## config.mk

```make
export PLATFORM = sky130hd
export DESIGN_NAME = mem_port_ctrl_flat
export DESIGN_NICKNAME = d
export VERILOG_FILES = /design/src/rtl/mem_port_pkg.sv /design/src/rtl/mem_port_ctrl_if.sv /design/src/rtl/mem_port_ctrl_load_align.sv /design/src/rtl/mem_port_ctrl.sv /design/src/flat_wrapper.sv
export SDC_FILE = /design/constraint.sdc
export NUM_CORES = 1
export LEC_CHECK = 0
export BUFFER_PORTS_ARGS = -buffer_cell sky130_fd_sc_hd__buf_2
export CORE_AREA = 2 2 117 119
export CTS_CLUSTER_DIAMETER = 150
export DETAILED_ROUTE_END_ITERATION = 10
export DIE_AREA = 0 0 119 121
export PLACE_DENSITY = 0.59
export SYNTH_ARGS = -nofsm -noshare
export SYNTH_HDL_FRONTEND = slang
export SYNTH_SLANG_ARGS = --single-unit
```

## constraint.sdc

```tcl
create_clock -name Clk -period 2.35 [get_ports Clk]
set_clock_uncertainty 0.2 [all_clocks]
set_input_delay 0.1175 -clock Clk [delete_from_list [all_inputs] [get_ports Clk]]
set_output_delay 0.1175 -clock Clk [all_outputs]
set_load 0.01 [all_outputs]
```

## src/rtl/mem_port_pkg.sv

```systemverilog
// Shared types for the data-memory port scheduler.
// Build option: MEM_PORT_CTRL_STATS_EN adds grant/conflict counters.
package mem_port_pkg;

  typedef enum logic [1:0] {
    SZ_BYTE = 2'b00,
    SZ_HALF = 2'b01,
    SZ_WORD = 2'b10,
    SZ_ILL  = 2'b11
  } size_e;

  localparam logic PORT_IF = 1'b0;
  localparam logic PORT_D  = 1'b1;

  typedef struct packed {
    logic       valid;
    logic       port;
    logic       we;
    size_e      size;
    logic       uns;
    logic [1:0] off;
    logic       err;
  } resp_tag_t;

  function automatic logic misaligned(size_e s, logic [1:0] off);
    logic e;
    unique case (s)
      SZ_BYTE: e = 1'b0;
      SZ_HALF: e = off[0];
      SZ_WORD: e = (off != 2'b00);
      default: e = 1'b1;
    endcase
    return e;
  endfunction

endpackage

```

## src/rtl/mem_port_ctrl_if.sv

```systemverilog
// Fetch, load/store and memory-side signals of the port scheduler.
// slave = scheduler view, master = core/memory view.
interface mem_port_ctrl_if;
  logic        if_req;
  logic [31:0] if_addr;
  logic        if_gnt;
  logic        if_rvalid;
  logic [31:0] if_rdata;
  logic        d_req;
  logic        d_we;
  logic [1:0]  d_size;
  logic        d_unsigned;
  logic [31:0] d_addr;
  logic [31:0] d_wdata;
  logic        d_gnt;
  logic        d_rvalid;
  logic [31:0] d_rdata;
  logic        d_err;
  logic [31:0] mem_raddr;
  logic [31:0] mem_waddr;
  logic [31:0] mem_wdata;
  logic [3:0]  mem_wr;
  logic [31:0] mem_rdata;

  modport slave (
    input  if_req, if_addr,
    output if_gnt, if_rvalid, if_rdata,
    input  d_req, d_we, d_size, d_unsigned,
    input  d_addr, d_wdata,
    output d_gnt, d_rvalid, d_rdata, d_err,
    output mem_raddr, mem_waddr,
    output mem_wdata, mem_wr,
    input  mem_rdata
  );

  modport master (
    output if_req, if_addr,
    input  if_gnt, if_rvalid, if_rdata,
    output d_req, d_we, d_size, d_unsigned,
    output d_addr, d_wdata,
    input  d_gnt, d_rvalid, d_rdata, d_err,
    input  mem_raddr, mem_waddr,
    input  mem_wdata, mem_wr,
    output mem_rdata
  );
endinterface

```

## src/rtl/mem_port_ctrl_load_align.sv

```systemverilog
// Load lane extraction with sign/zero extension.
// Misaligned sizes never reach here with a valid response.
module mem_load_align
  import mem_port_pkg::*;
(
  input  size_e       size,
  input  logic        uns,
  input  logic [1:0]  off,
  input  logic [31:0] word,
  output logic [31:0] result
);

  logic [7:0]  lane8;
  logic [15:0] lane16;

  assign lane8  = word[{off, 3'b000} +: 8];
  assign lane16 = off[1] ? word[31:16] : word[15:0];

  always_comb begin
    result = word;
    unique case (size)
      SZ_BYTE: result = {{24{~uns & lane8[7]}}, lane8};
      SZ_HALF: result = {{16{~uns & lane16[15]}}, lane16};
      default: result = word;
    endcase
  end

endmodule

```

## src/rtl/mem_port_ctrl.sv

```systemverilog
// Fetch vs load/store scheduler for the four-bank byte-lane memory.
// Build option: MEM_PORT_CTRL_STATS_EN adds stat_* counter outputs.
module mem_port_ctrl
  import mem_port_pkg::*;
#(
  parameter int RD_LATENCY = 1
) (
  input logic Clk,
  input logic Reset,
  mem_port_ctrl_if.slave bus
`ifdef MEM_PORT_CTRL_STATS_EN
  ,
  output logic [31:0] stat_if_grants,
  output logic [31:0] stat_d_grants,
  output logic [31:0] stat_conflicts
`endif
);

  logic        rrLast;
  logic        ifGnt;
  logic        dGnt;
  size_e       dSize;
  logic [1:0]  off;
  logic        dErr;
  logic [31:0] addrSel;
  logic [31:0] laneData;
  logic [3:0]  laneMask;
  resp_tag_t   newTag;
  resp_tag_t   outTag;
  resp_tag_t   tagQ [RD_LATENCY];
  logic [31:0] loadData;

  assign dSize = size_e'(bus.d_size);
  assign off   = bus.d_addr[1:0];
  assign dErr  = misaligned(dSize, off);

  // Conflicts go to whichever port was not granted last.
  always_comb begin
    ifGnt = 1'b0;
    dGnt  = 1'b0;
    if (!Reset) begin
      unique case (1'b1)
        bus.if_req && bus.d_req: begin
          ifGnt = (rrLast == PORT_D);
          dGnt  = (rrLast == PORT_IF);
        end
        bus.if_req && !bus.d_req: ifGnt = 1'b1;
        !bus.if_req && bus.d_req: dGnt  = 1'b1;
        default: ;
      endcase
    end
  end

  assign bus.if_gnt = ifGnt;
  assign bus.d_gnt  = dGnt;

  assign addrSel       = dGnt ? bus.d_addr : bus.if_addr;
  assign bus.mem_raddr = addrSel & ~32'h3;
  assign bus.mem_waddr = addrSel & ~32'h3;

  always_comb begin
    laneData = bus.d_wdata;
    laneMask = 4'b1111;
    unique case (dSize)
      SZ_BYTE: begin
        laneData = {4{bus.d_wdata[7:0]}};
        laneMask = 4'b0001 << off;
      end
      SZ_HALF: begin
        laneData = {2{bus.d_wdata[15:0]}};
        laneMask = 4'b0011 << off;
      end
      default: ;
    endcase
  end

  assign bus.mem_wdata = laneData;
  assign bus.mem_wr    = (dGnt && bus.d_we && !dErr) ? laneMask : 4'b0000;

  always_comb begin
    newTag       = '0;
    newTag.valid = ifGnt | dGnt;
    newTag.port  = dGnt ? PORT_D : PORT_IF;
    newTag.we    = dGnt & bus.d_we;
    newTag.size  = dSize;
    newTag.uns   = bus.d_unsigned;
    newTag.off   = off;
    newTag.err   = dGnt & dErr;
  end

  always_ff @(posedge Clk or posedge Reset) begin
    if (Reset) begin
      rrLast <= PORT_D;
      for (int i = 0; i < RD_LATENCY; i++) tagQ[i] <= '0;
    end else begin
      tagQ[0] <= newTag;
      for (int i = 1; i < RD_LATENCY; i++) tagQ[i] <= tagQ[i-1];
      if (ifGnt || dGnt) rrLast <= dGnt ? PORT_D : PORT_IF;
    end
  end

  assign outTag = tagQ[RD_LATENCY-1];

  mem_load_align u_align (
    .size   (outTag.size),
    .uns    (outTag.uns),
    .off    (outTag.off),
    .word   (bus.mem_rdata),
    .result (loadData)
  );

  assign bus.if_rvalid = outTag.valid && (outTag.port == PORT_IF);
  assign bus.if_rdata  = bus.if_rvalid ? bus.mem_rdata : 32'h0;
  assign bus.d_rvalid  = outTag.valid && (outTag.port == PORT_D);
  assign bus.d_err     = bus.d_rvalid && outTag.err;
  assign bus.d_rdata   = (bus.d_rvalid && !outTag.we && !outTag.err)
                         ? loadData : 32'h0;

`ifdef MEM_PORT_CTRL_STATS_EN
  always_ff @(posedge Clk or posedge Reset) begin
    if (Reset) begin
      stat_if_grants <= '0;
      stat_d_grants  <= '0;
      stat_conflicts <= '0;
    end else begin
      if (ifGnt) stat_if_grants <= stat_if_grants + 32'd1;
      if (dGnt)  stat_d_grants  <= stat_d_grants + 32'd1;
      if (bus.if_req && bus.d_req)
        stat_conflicts <= stat_conflicts + 32'd1;
    end
  end
`endif

endmodule

```

## src/flat_wrapper.sv

```systemverilog
// flat-port wrapper written by rule: the top's interface ports become plain ports
module mem_port_ctrl_flat import mem_port_pkg::*;
#(
  parameter int RD_LATENCY = 1
)
  (Clk, Reset, bus_if_req, bus_if_addr, bus_if_gnt, bus_if_rvalid, bus_if_rdata, bus_d_req, bus_d_we, bus_d_size, bus_d_unsigned, bus_d_addr, bus_d_wdata, bus_d_gnt, bus_d_rvalid, bus_d_rdata, bus_d_err, bus_mem_raddr, bus_mem_waddr, bus_mem_wdata, bus_mem_wr, bus_mem_rdata);
  mem_port_ctrl_if bus_i ();
  input logic Clk;
  input logic Reset;
  input wire logic [$bits(bus_i.if_req)-1:0] bus_if_req;
  input wire logic [$bits(bus_i.if_addr)-1:0] bus_if_addr;
  output wire logic [$bits(bus_i.if_gnt)-1:0] bus_if_gnt;
  output wire logic [$bits(bus_i.if_rvalid)-1:0] bus_if_rvalid;
  output wire logic [$bits(bus_i.if_rdata)-1:0] bus_if_rdata;
  input wire logic [$bits(bus_i.d_req)-1:0] bus_d_req;
  input wire logic [$bits(bus_i.d_we)-1:0] bus_d_we;
  input wire logic [$bits(bus_i.d_size)-1:0] bus_d_size;
  input wire logic [$bits(bus_i.d_unsigned)-1:0] bus_d_unsigned;
  input wire logic [$bits(bus_i.d_addr)-1:0] bus_d_addr;
  input wire logic [$bits(bus_i.d_wdata)-1:0] bus_d_wdata;
  output wire logic [$bits(bus_i.d_gnt)-1:0] bus_d_gnt;
  output wire logic [$bits(bus_i.d_rvalid)-1:0] bus_d_rvalid;
  output wire logic [$bits(bus_i.d_rdata)-1:0] bus_d_rdata;
  output wire logic [$bits(bus_i.d_err)-1:0] bus_d_err;
  output wire logic [$bits(bus_i.mem_raddr)-1:0] bus_mem_raddr;
  output wire logic [$bits(bus_i.mem_waddr)-1:0] bus_mem_waddr;
  output wire logic [$bits(bus_i.mem_wdata)-1:0] bus_mem_wdata;
  output wire logic [$bits(bus_i.mem_wr)-1:0] bus_mem_wr;
  input wire logic [$bits(bus_i.mem_rdata)-1:0] bus_mem_rdata;
  assign bus_i.if_req = bus_if_req;
  assign bus_i.if_addr = bus_if_addr;
  assign bus_if_gnt = bus_i.if_gnt;
  assign bus_if_rvalid = bus_i.if_rvalid;
  assign bus_if_rdata = bus_i.if_rdata;
  assign bus_i.d_req = bus_d_req;
  assign bus_i.d_we = bus_d_we;
  assign bus_i.d_size = bus_d_size;
  assign bus_i.d_unsigned = bus_d_unsigned;
  assign bus_i.d_addr = bus_d_addr;
  assign bus_i.d_wdata = bus_d_wdata;
  assign bus_d_gnt = bus_i.d_gnt;
  assign bus_d_rvalid = bus_i.d_rvalid;
  assign bus_d_rdata = bus_i.d_rdata;
  assign bus_d_err = bus_i.d_err;
  assign bus_mem_raddr = bus_i.mem_raddr;
  assign bus_mem_waddr = bus_i.mem_waddr;
  assign bus_mem_wdata = bus_i.mem_wdata;
  assign bus_mem_wr = bus_i.mem_wr;
  assign bus_i.mem_rdata = bus_mem_rdata;
  mem_port_ctrl #(.RD_LATENCY(RD_LATENCY)) u_core (.Clk(Clk), .Reset(Reset), .bus(bus_i));
endmodule
```

==> results of run 1 <==
cell families after synthesis:
family	synth area share, %
other	0.158
buffers and inverters	19.4
XOR/XNOR	0.370
flip-flops	10.6
AND/OR/NAND/NOR	35.6
AO/OA/AOI/OAI	15.8
multiplexers	18.0
per-stage QoR:
step / worst slack (ns) / std cells / hold slack (ns) / total power [mW] / utilization [%]
finish: 0.137 / 815 / 0.0122 / 1.22 / 30.2
global route: 0.0110 / 815 / 0.0266 / 1.32 / 30.2
CTS: 0.0168 / 812 / 0.00660 / 1.23 / 29.8
detailed placement: 0.142 / 800 / -0.0517 / 0.918 / 28.6
global placement: 0.196 / 800 / -0.0578 / 0.916 / 28.6
floorplan: 0.402 / 382 / -0.235 / 0.630 / -
final cells by class:
type	count	area [µm²]	area share, %
clock buffer	4	78.8	1.99
sequential	10	251	6.36
inverter	8	30.0	0.760
multi-input combinational	298	1680	42.6
timing repair buffer	319	1690	42.7
tap	176	220	5.57
registers in the layout, summed over array words and instances, names as in the netlist:
register       count
u_core.outTag      9
u_core.rrLast      1
cells in the final DEF, fill, tap and decap left out, types with 2 or more instances in the layout:
cell and instances:
nand2b_1 2, conb_1 4, mux2_2 17, inv_1 7, mux2i_1 22, o21ai_0 33
buf_2 298, and2_1 35, nand2_1 133, dlygate4sd3_1 9, a211oi_1 2, clkbuf_16 3
buf_4 10, nor2_1 12, a221oi_1 7, nor3_1 2, dfrtp_1 9, a21oi_1 15
power breakdown:
part / internal, mW / leakage, nW / switching (mW)
logic: 0.328 / 2.29 / 0.401
registers: 0.187 / 0.121 / 0.0110
clock network: 0.226 / 0.0382 / 0.0698
total: 0.742 / 2.45 / 0.481
final timing paths:
kind | startpoint | to | depth (start not counted) | slack (ns)
worst min-delay path | bus_d_size[0] | u_core.outTag[4] | 1 | 0.01
max in group asynchronous | Reset | u_core.rrLast | 3 | 1.39
worst min register to register | u_core.rrLast | u_core.rrLast | 2 | 0.30
worst max-delay path | Reset | bus_mem_wr[0] | 8 | 0.14
worst max register to register | u_core.rrLast | u_core.outTag[0] | 3 | 0.99
min in group asynchronous | Reset | u_core.outTag[1] | 3 | 0.24
layer usage:
metal / up-vias / share of wire (%)
li1: 1716 / -
met1: 1491 / 38
met3: 6 / 8.9
met5: - / 0
met2: 191 / 52
met4: 0 / 0.84
what timing repair did:
item                       CTS  global route
hold endpoints to repair    15             1
resized for setup            1             4
setup endpoints to repair   19            27
hold buffers                 8             1
setup buffers                0             2
pin swaps                    0             2
==> summary.md, run 1 <==
| Metric | Value |
|---|---|
| Core area | 13100 µm² |
| Critical-path maximum fanout | 5 |
| Final setup vio count | 0 |
| Post-synth EDFFs | 0 |
| Rows | 42 |
| Io pins | 305 |
| GR met3 Demand/Resource | 2.54% |
| Max Cap Violations | 0 |
| Worst setup SP type | primary input |
| Post-synth top flop | dfrtp_1 |
| Met2 Use GR | 26.6% |
| Via/cell ratio | 4.18 |
| Vias in the first global route | 3083 |
| Worst-case clock buffer depth | 2 |
| Drt first pass iters | 4 |
| Critical-path cell list | dlygate4sd3_1, buf_2, nand2b_1, a21o_1, inv_1, nand2_2, a2111oi_2, buf_2 |
| Antenna Cells | 0 |
| GP Congestion | 0.796 |
| CTS buffer count | 3 |
| DPL Wire Length | 9290 µm |
| Clk slew on worst S/H paths | 0.04 ns |
| Post-route design area | 3950 µm² |
| Yosys cell types | 34 |
| Critical path type | in -> out |
| Tot GR Track Use | 13.4% |
| Final WL | 10700 µm |
| Status | finished clean |
| Worst slew pin tran | 0.843 ns |
| Worst EP required | 2.03 ns |
| Layout net count | 776 |
| Post-DP Area | 3740 µm² |
| Synth Warn # | 0 |
| Root cell of the clock tree | clkbuf_16 |
| Synth top area share | 21.2% |
| P per Cell Area | 310 nW/µm² |
| Final min period | 2.21 ns |
| Cell repeated most along the worst path | buf_2 |
| Initial DRC Count | 124 |
| Mapped Area | 2370 µm² |
| Post-synthesis sequential area ratio | 10.6% |
| Number of routed nets with antenna violations | 0 |
| Remaining global-route overflow | 0 |
| Die H | 121 µm |
| DR WL/cell | 13.2 µm |
| Final period util | 94.2% |
| Setup TNS | 0 ns |
| Leak | 2.45 nW |
| First-pass GRT wire length | 15800 µm |
| RSZ-0062 raised after global routing | no |
| Syn-to-layout area delta | 66.8% |
| Layout cells sized above 1 | 52.9% |
| Post-synthesis cell count | 379 |
| Max stage delay on crit path | 0.53 ns |
| Worst path slowest cell | dlygate4sd3_1 |
| Die area | 14400 µm² |
| Fin. max-slew vios | 0 |
| FF+latch count, synth | 10 |
| GR peak layer | met2 |
| Slew headroom | 43.6% |
| Met1 usage | 14.8% |
| Residual DRC | 0 |
| # fillers | 1468 |
| Initial antenna violation count | 0 |
| Hold Vio Cnt, Final | 0 |
| Initial Util | 18.1% |
| Worst-Skew Late Latency | 0.23 ns |
| Largest net degree at the start of global routing | 34 |
| Port Buffers | 298 |
| CTS tree | built |
| Sink Count | 10 |
| Mapped Avg Cell Area | 6.25 µm² |
| Worst EP arrival | 1.90 ns |
| Critical Path Sink Type | output pin |
| Synth top cells by count | nand2_1, buf_4, and2_1 |
| Synth area leaders | nand2_1, buf_4, dfrtp_1 |
| Vias | 3404 |
| Hold crit path type | in -> reg |
| CP bufs+invs | 4 |
| Die X | 119 µm |
| FMAX | 452 MHz |
| Top delay family on crit path | buffers and inverters |
| H-tree levels | 1 |
| Top-count cell post-synth | nand2_1 |
| Synth async-reset ratio | 100% |
| Peak supply drop | 0.145 mV |
| Synth area leader | nand2_1 |
Power figures use the tool's default switching activity.
==> run 2, diff against run 1 <==
Settings changed: CELL_PAD_IN_SITES_DETAIL_PLACEMENT set to 0, CELL_PAD_IN_SITES_GLOBAL_PLACEMENT set to 1, CORE_AREA 2 2 117 119 to 2 2 119 121, DIE_AREA 0 0 119 121 to 0 0 121 123, PLACE_DENSITY 0.59 to 0.85.
==> summary.md, run 2 (synthesis gave the netlist of run 1 again) <==
| Metric | Value |
|---|---|
| Initial Util | 17.4% |
| Vias | 3406 |
| Status | finished clean |
| Io pins | 305 |
| Hold path depth | 3 |
| CTS tree | built |
| Remaining global-route overflow | 0 |
| Sink Count | 10 |
| Via/cell ratio | 4.16 |
| Critical Path Sink Type | output pin |
| Post-DP Area | 3770 µm² |
| DPL Wire Length | 8980 µm |
| Hold crit path type | in -> reg |
| Rows | 43 |
| Die X | 121 µm |
| Layout cells sized above 1 | 53.0% |
| Leak | 2.45 nW |
| Setup TNS | 0 ns |
| Commonest non-fill, non-tap cell in the layout | buf_2 |
| Max Cap Violations | 0 |
| Clk slew on worst S/H paths | 0.04 ns |
| Critical path type | reg -> out |
| Net Switching | 0.481 mW |
| Post-route insts no fill | 818 |
| CTS buffer count | 3 |
| Placed Cells | 806 |
| Worst EP required | 2.03 ns |
| Die H | 123 µm |
| Register Area | 251 µm² |
| Initial antenna violation count | 0 |
| Vias in the first global route | 2797 |
| Port Buffers | 298 |
| Tot GR Track Use | 12.3% |
| FMAX | 450 MHz |
| Layout net count | 775 |
| Number of flip-flops under the largest register name | 9 |
| Peak supply drop | 0.215 mV |
| Slew headroom | 41.2% |
| Post-route design area | 3950 µm² |
| Clock network fraction of design power | 24.2% |
| Antenna Cells | 0 |
| Worst setup SP type | flop |
| Largest net degree at the start of global routing | 32 |
| Worst R2R Path Depth | 3 |
| P per Cell Area | 310 nW/µm² |
| Core area | 13600 µm² |
| Root cell of the clock tree | clkbuf_16 |
| Final period util | 94.6% |
| Fin. max-slew vios | 0 |
| Number of routed nets with antenna violations | 0 |
| Most frequent cells in the layout | buf_2, nand2_1, and2_1 |
| Worst slew pin tran | 0.878 ns |
| Hold Vio Cnt, Final | 0 |
| First-pass GRT wire length | 14800 µm |
| Syn-to-layout area delta | 66.9% |
| Flop pwr share | 16.1% |
| RSZ-0062 raised after global routing | no |
| H-tree levels | 1 |
| Initial DRC Count | 106 |
| Gate power share | 59.6% |
| Worst-case clock buffer depth | 2 |
| Final WL | 10400 µm |
| Sw Share | 39.3% |
| Die area | 14900 µm² |
| Final min period | 2.22 ns |
| Worst-Skew Late Latency | 0.23 ns |
| DR WL/cell | 12.7 µm |
| # fillers | 1533 |
| GP Congestion | 0.771 |
| Residual DRC | 0 |
| Worst EP arrival | 1.91 ns |
| Multi-input combinational cell area | 1680 µm² |
| Drt first pass iters | 4 |
| Final setup vio count | 0 |
| Internal power | 0.743 mW |
| Critical-path maximum fanout | 9 |
[run 2: final cells by class]
cell class,instances,area share (%)
Clock buffer,4,1.99
Inverter,8,0.759
Multi-Input combinational cell,298,42.5
Sequential cell,10,6.36
Tap cell,180,5.70
Timing Repair Buffer,318,42.7
[run 2: power by group through the flow]
| stage | logic (mW) | clock network [mW] | registers, mW |
|---|---|---|---|
| 6_report | 0.730 | 0.297 | 0.198 |
| 3_5_place_dp | 0.726 | 0 | 0.199 |
| 2_1_floorplan | 0.433 | 0 | 0.197 |
| 3_3_place_gp | 0.725 | 0 | 0.198 |
| 4_1_cts | 0.739 | 0.308 | 0.198 |
| 5_1_grt | 0.807 | 0.316 | 0.200 |
[run 2: final timing paths]
path | from | end | slack (ns)
setup reg to reg | u_core.rrLast | u_core.outTag[0] | 0.84
hold / removal | bus_d_size[1] | u_core.outTag[0] | 0.06
setup / recovery | u_core.outTag[4] | bus_d_rdata[15] | 0.13
hold reg to reg | u_core.rrLast | u_core.rrLast | 0.30
max in group asynchronous | Reset | u_core.rrLast | 1.39
min in group asynchronous | Reset | u_core.outTag[8] | 0.24
[run 2: per-layer routing]
layer | vias to the layer above | wire, µm | GRT usage, %
li1 | 1714 | - | -
met1 | 1486 | 4080 | 14.7
met4 | 0 | 88 | 2.11
met2 | 200 | 5300 | 23.9
met3 | 6 | 934 | 1.38
met5 | - | 0 | 0
[run 2: critical path, cell delays in order (launching register included)]
cell and delay [ns]:
dfrtp_1 0.45, nor3b_4 0.39, a22o_1 0.27, buf_4 0.18, a21oi_1 0.07, a21oi_1 0.16
buf_2 0.16
[run 2: what timing repair did]
action / 4_1_cts / 5_1_grt
buffers inserted: 0 / 1
hold buffers: 7 / 0
setup endpoints to repair: 17 / 25
hold endpoints to repair: 15 / 0
gates resized for setup: 1 / 3
pin swaps: 0 / 2
[run 2: stage by stage]
step | hold slack (ns) | power (mW) | util [%] | setup WS (ns)
global route | 0.0720 | 1.32 | 29.0 | 0.0270
finish | 0.0614 | 1.22 | 29.0 | 0.127
CTS | 0.0526 | 1.24 | 28.8 | 0.0439
global placement | -0.0397 | 0.923 | 27.7 | 0.236
floorplan | -0.235 | 0.630 | - | 0.402
detailed placement | -0.0463 | 0.925 | 27.7 | 0.189
